**src/rtl/shift_nbit_iter.sv**
```systemverilog
// Iterative multi-mode shifter: SLL/SRL/SRA/ROR applied as log-shifter
// stages over several cycles, with valid/ready handshakes on both sides.
module shift_nbit_iter #(
  parameter int WIDTH            = 32,
  parameter int SHIFT_WIDTH      = 5,
  parameter int STAGES_PER_CYCLE = 1
) (
  input  logic                   clk,
  input  logic                   rst,
  input  logic                   in_valid,
  output logic                   in_ready,
  input  logic [WIDTH-1:0]       A,
  input  logic [SHIFT_WIDTH-1:0] B,
  input  logic [1:0]             OP,
  output logic                   out_valid,
  input  logic                   out_ready,
  output logic [WIDTH-1:0]       Y,
  output logic                   busy
);

  typedef enum logic [1:0] {
    IDLE,
    SHIFT,
    DONE
  } state_t;

  localparam int KW = $clog2(SHIFT_WIDTH + STAGES_PER_CYCLE + 1);

  state_t                 state;
  logic [WIDTH-1:0]       data;
  logic [WIDTH-1:0]       data_nx;
  logic [SHIFT_WIDTH-1:0] amt;
  logic [1:0]             mode;
  logic [KW-1:0]          k;
  logic                   last;
  int                     idx;

  // One log-shifter stage of 2^i; oversized shifts saturate naturally.
  function automatic logic [WIDTH-1:0] stage(
    input logic [WIDTH-1:0] d,
    input logic [1:0]       m,
    input int               i
  );
    logic [63:0]        s;
    logic [2*WIDTH-1:0] dd;
    int                 r;
    s  = 64'd1 << i;
    r  = int'(s % 64'(WIDTH));
    dd = {d, d} >> r;
    case (m)
      2'b00:   stage = d << s;
      2'b01:   stage = d >> s;
      2'b10:   stage = $signed(d) >>> s;
      default: stage = dd[WIDTH-1:0];
    endcase
  endfunction

  always_comb begin
    data_nx = data;
    idx     = 0;
    for (int j = 0; j < STAGES_PER_CYCLE; j++) begin
      idx = int'(k) + j;
      if (idx < SHIFT_WIDTH && amt[idx])
        data_nx = stage(data_nx, mode, idx);
    end
  end

  assign last = (int'(k) + STAGES_PER_CYCLE) >= SHIFT_WIDTH;

  always_ff @(posedge clk) begin
    if (rst) begin
      state <= IDLE;
      data  <= '0;
      amt   <= '0;
      mode  <= '0;
      k     <= '0;
    end else begin
      case (state)
        IDLE: begin
          if (in_valid) begin
            data  <= A;
            amt   <= B;
            mode  <= OP;
            k     <= '0;
            state <= SHIFT;
          end
        end
        SHIFT: begin
          data <= data_nx;
          k    <= k + KW'(STAGES_PER_CYCLE);
          if (last)
            state <= DONE;
        end
        DONE: begin
          if (out_ready)
            state <= IDLE;
        end
        default: state <= IDLE;
      endcase
    end
  end

  assign in_ready  = (state == IDLE);
  assign out_valid = (state == DONE);
  assign busy      = (state != IDLE);
  assign Y         = data;

endmodule

```
**config.mk**
```make
export PLATFORM = sky130hd
export DESIGN_NAME = shift_nbit_iter
export DESIGN_NICKNAME = d
export VERILOG_FILES = /design/src/rtl/shift_nbit_iter.sv
export SDC_FILE = /design/constraint.sdc
export NUM_CORES = 1
export LEC_CHECK = 0
export CELL_PAD_IN_SITES_DETAIL_PLACEMENT = 0
export CELL_PAD_IN_SITES_GLOBAL_PLACEMENT = 2
export CORE_ASPECT_RATIO = 1.1
export CORE_MARGIN = 1.5
export CORE_UTILIZATION = 35
export DETAILED_ROUTE_END_ITERATION = 8
export HOLD_SLACK_MARGIN = 0.05
export PLACE_DENSITY_LB_ADDON = 0.25
export SLEW_MARGIN = 25
export SYNTH_ARGS = -nofsm -noshare
export SYNTH_HDL_FRONTEND = slang
export SYNTH_SLANG_ARGS = --single-unit
```
**constraint.sdc**
```tcl
create_clock -name clk -period 4.05 [get_ports clk]
set_clock_uncertainty 0.15 [all_clocks]
set_input_delay 0.405 -clock clk [delete_from_list [all_inputs] [get_ports clk]]
set_output_delay 0.405 -clock clk [all_outputs]
set_load 0.02 [all_outputs]
```
==> results of run 1 <==
==> worst max-delay path, delay by kind of cell (launching register included) <==
family | cells | cell delay, ns
muxes | 3 | 1.39
adders and majority gates | 1 | 0.40
DFF | 1 | 0.42
AOI/OAI and AO/OA | 2 | 0.58
buffers and inverters | 2 | 0.44
and+or+nand+nor | 1 | 0.54
==> logic make-up (layout without fill, tap and decap cells) <==
family | Yosys count | count (layout)
AO/OA/AOI/OAI | 481 | 481
adder cells (fa/ha/maj) | 7 | 7
buffers and inverters | 170 | 256
flip-flops | 44 | 44
multiplexers | 155 | 155
other | 0 | 2
AND/OR/NAND/NOR | 398 | 398
==> routing by layer <==
metal,GRT usage [%],routed length (um),vias up,part of all wire (%)
li1,-,-,5116,-
met2,66.8,26600,1297,38
met5,3.85,47,-,0.068
met3,23.0,11400,373,16
met1,63.1,24700,6290,36
met4,35.7,6630,2,9.6
==> cells in the mapped netlist, types with 11 or more instances <==
master / instances / area (um^2)
mux2_2: 25 / 282
o21ai_0: 77 / 385
mux4_2: 45 / 1010
a221o_1: 14 / 140
clkbuf_1: 85 / 319
nand2_1: 119 / 447
o21a_1: 12 / 90.1
inv_1: 16 / 60.1
mux2i_1: 85 / 851
and3_1: 11 / 68.8
buf_4: 15 / 113
o221ai_1: 12 / 105
o211ai_1: 26 / 195
a21o_1: 11 / 82.6
nor4_1: 11 / 68.8
a211o_1: 11 / 96.3
a31oi_1: 23 / 144
o32ai_1: 14 / 123
or3_1: 15 / 93.8
buf_2: 36 / 180
a21oi_1: 89 / 445
a211oi_1: 33 / 248
a22oi_1: 17 / 128
nor2_1: 97 / 364
o22ai_1: 32 / 200
buf_1: 12 / 45.0
and3b_1: 12 / 105
nand3_1: 31 / 155
dfxtp_1: 44 / 881
nor3_1: 40 / 200
a221oi_1: 13 / 114
==> placed cells by master, fill, tap and decap left out, types with 6 or more instances in the layout <==
master	n
a2111oi_0	6
a21o_1	11
or3_1	15
o211ai_1	26
o221ai_1	12
a311oi_1	6
nor3b_1	6
mux4_2	45
a22oi_1	17
nand3b_1	6
nor2_1	95
a221o_1	14
nor2b_1	6
o21ai_0	76
nor3_1	40
a221oi_1	13
mux2i_1	85
and3_1	11
a211oi_1	32
dfxtp_1	43
buf_4	145
o22ai_1	31
a211o_1	11
buf_12	9
nand2b_1	7
nand2_1	119
inv_1	15
a31oi_1	22
nor4_1	11
o2111ai_1	9
clkdlybuf4s50_1	76
o21a_1	12
a21oi_1	89
and3b_1	12
and2_1	8
mux2_2	25
nand3_1	31
a32oi_1	7
o32ai_1	14
==> layout make-up <==
class	count	area share, %
Antenna cell	2	0.0444
Clock buffer	5	1.11
Clock inverter	3	0.411
Inverter	17	0.566
Multi-Input combinational cell	1041	68.1
Sequential cell	44	7.83
Tap cell	352	3.91
Timing Repair Buffer	231	18.1
==> registers in the layout (all words and copies together), names as in the netlist <==
register	cells
amt	5
state	2
k	3
mode	2
Y	32
==> power by group <==
group	internal, W	switching (W)	total (W)
Sequential	0.000471	0.000170	0.000641
Clock	0.000295	0.000241	0.000536
Combinational	0.000747	0.00131	0.00205
==> worst max path at each step <==
stage                           start                  to  slack (ns)  depth (start not counted)
finish              k[1]$_SDFFE_PP0P_  Y[23]$_SDFFE_PP0P_       -0.01                          9
global route        k[0]$_SDFFE_PP0P_  Y[22]$_SDFFE_PP0P_        0.02                         12
CTS                 k[1]$_SDFFE_PP0P_  Y[23]$_SDFFE_PP0P_        0.13                         10
detailed placement  k[1]$_SDFFE_PP0P_  Y[23]$_SDFFE_PP0P_        0.16                         10
global placement    k[1]$_SDFFE_PP0P_  Y[24]$_SDFFE_PP0P_        0.03                         11
floorplan           k[2]$_SDFFE_PP0P_   Y[4]$_SDFFE_PP0P_        0.90                         13
==> per-stage QoR <==
| stage | area, um^2 | setup TNS (ns) | hold WS (ns) |
|---|---|---|---|
| floorplan | 9250 | 0 | 0.286 |
| global placement | 11100 | 0 | 0.297 |
| detailed placement | 11100 | 0 | 0.298 |
| CTS | 11200 | 0 | 0.309 |
| global route | 11300 | 0 | 0.336 |
| finish | 11300 | -0.0104 | 0.308 |
==> summary.md, run 1 <==
The run finished, with violations left. The checks that failed: setup timing. STA classifies the critical path startpoint as a flop. The clock sink count came out at 44. The worst register-to-register path has a setup slack of -0.01 ns. After floorplanning, the core was sized to cover 26100 um^2. For the worst flop-to-flop path, the logic depth is 9. The routed length per instance was 40.9 um. The count of flip-flops with a built-in enable after synthesis is 0, and the post-route non-filler standard cell count is 1695. Dividing the final minimum period by the clock period gives 100%. The tree is rooted in a clkbuf_16.

Clock-pin slew was measured on the worst setup and hold paths at 0.08 ns. In the synthesized netlist the dominant register cell turns out to be dfxtp_1. Setup repair after global routing left no endpoint under its margin. The logs give 96.3 mm for the global-route wire length before repair and 0.158 ns for the setup slack after placement. The biggest cell delay along the critical path is 0.71 ns, and the placed wire-length estimate is 52.3 mm. STA puts the critical path data required time at 4.08 ns. The final worst slack came out at -0.0104 ns. For hold timing, the worst endpoint is amt[2]$_SDFFE_PP0P_. The tools report the upper clock frequency limit as 246 MHz. The die covers 27400 um^2.

Once the floorplan was initialized, standard cells occupied 35.5% of the core. The post-synthesis share of cell area spent on and, or, nand and nor gates works out to 21.2%. TritonCTS built the clock tree.

The sequential cell area was 882 um^2. The worst hold path belongs to the class flop to flop. Of the synthesized area, sequential elements account for 9.52%. For the post-layout utilization of the core, the log shows 43.2%. The iteration count of the initial detailed-routing pass was 8; the number of gates resized after cts was 0. Startpoint of the tightest hold check path: amt[2]$_SDFFE_PP0P_.

The cell count after synthesis came out at 1255. The fraction of final layout cells sized beyond drive strength 1 came out at 20.3%. The width of the die is 158 um.

Relative to the synthesized area, the layout overhead comes to 21.8%. The worst register-to-register path ends at Y[23]$_SDFFE_PP0P_. Global routing finished with a remaining overflow of 0.

In this run, placement finished with an instance count of 1685. Buffers placed on the I/O ports in this run total 77. In the routed design, unresolved DRC markers number 0. For the number of buffers on the longest clock path, the log shows 2.

The per-cell via count in the routed design is 7.72, and the relative max-transition margin is 19.1%. For the overall track demand over capacity in global routing, the log shows 50.4%. The slowest stage of the critical path belongs to the cell mux2i_1.

The run gives 0 as the final number of max-transition violations. Dominant combinational cell family by area after synthesis: compound AO/OA/AOI/OAI gates. The clock insertion delay at the later pin of the skew report was 0.32 ns; the DRC violation total after the first TritonRoute iteration was 2438. The tools report the final number of setup-violating endpoints as 1. The count of unique library cells instantiated by Yosys was 85; the synthesized area per cell was 7.37 um^2. Share of synthesized flip-flops with an asynchronous set or reset: 0%. The post-synthesis adder-cell area fraction works out to 0.947%. The number of antenna violations at the first check in global routing was 1; the register bit count reported by yosys was 44. Measured along the y axis, the die boundary spans 174 um. The routed layout has 13.1k vias. The pin slew with the least headroom to its limit came out at 1.21 ns.

In the final design database the tool counted 1390 nets. Synthesis produced a netlist with a net count of 1305. For the post-detailed-routing wire length, the log shows 69.3 mm.

The congestion estimate from routability-driven global placement came to 1.17. Counting instances, the worst hold path has a depth of 2. The tools report the overall power after layout as 0.00323 W. The number of global-route vias before repair is 12.1k. After Yosys synthesis, XOR and XNOR cells account for 0% of the synthesized area. The logs give 4.25 nW for the leakage dissipation and 0 for the max capacitance violation total. Once the clock tree was built, the setup fixing pass inserted 0 buffers. The count of nets left with antenna violations once routing finished came out at 0.

For the largest vdd supply drop, the log shows 149 uV. The tools report the number of buffers inserted during clock tree synthesis as 5. Measured against the total synthesized area, the mux share comes to 23.2%.

The startpoint identified for the worst register-to-register timing path is k[1]$_SDFFE_PP0P_. After filler insertion, the fill cell instance count of the layout stands at 2755. The arrival time at the worst endpoint was 4.09 ns. The maximum fanout encountered on the critical timing path is 13. The Yosys warning count was 0. The logs give 62 for the cell row count and 7670 um^2 for the footprint of the multi-input gates. Power spread over the standard cell area amounts to 287 nW/um^2.

Traced cell by cell, the critical path runs through inv_1 -> ha_2 -> nor2b_4 -> buf_4 -> mux4_2 -> mux2i_1 -> mux2i_1 -> a211oi_1 -> a211oi_2. STA classifies the critical path endpoint as a flop. For the finished layout, the period the worst path requires is 4.06 ns. The number of hold-repair buffers added at the cts stage came out at 0. The number of failing hold endpoints at the final stage was 0. After synthesis the cells add up to 9250 um^2. The number of top-level pins was 78. The compound-gate portion of the synthesized area was 36.6%; the number of H-tree levels was 2. The type of the worst setup path is flop to flop.

The maximum number of pins on one net before global-route repair came out at 54. Cell with the most instances on the worst path: mux2i_1.
(Power assumes the default switching activity.)
==> run 2, diff against run 1 <==
--- a/config.mk
+++ b/config.mk
@@ -5,6 +5,7 @@
 export SDC_FILE = /design/constraint.sdc
 export NUM_CORES = 1
 export LEC_CHECK = 0
+export CAP_MARGIN = 25
 export CELL_PAD_IN_SITES_DETAIL_PLACEMENT = 0
 export CELL_PAD_IN_SITES_GLOBAL_PLACEMENT = 2
 export CORE_ASPECT_RATIO = 1.1
==> results of run 2 <==
No change in the layout: final DEF, timing and power equal those of run 1.
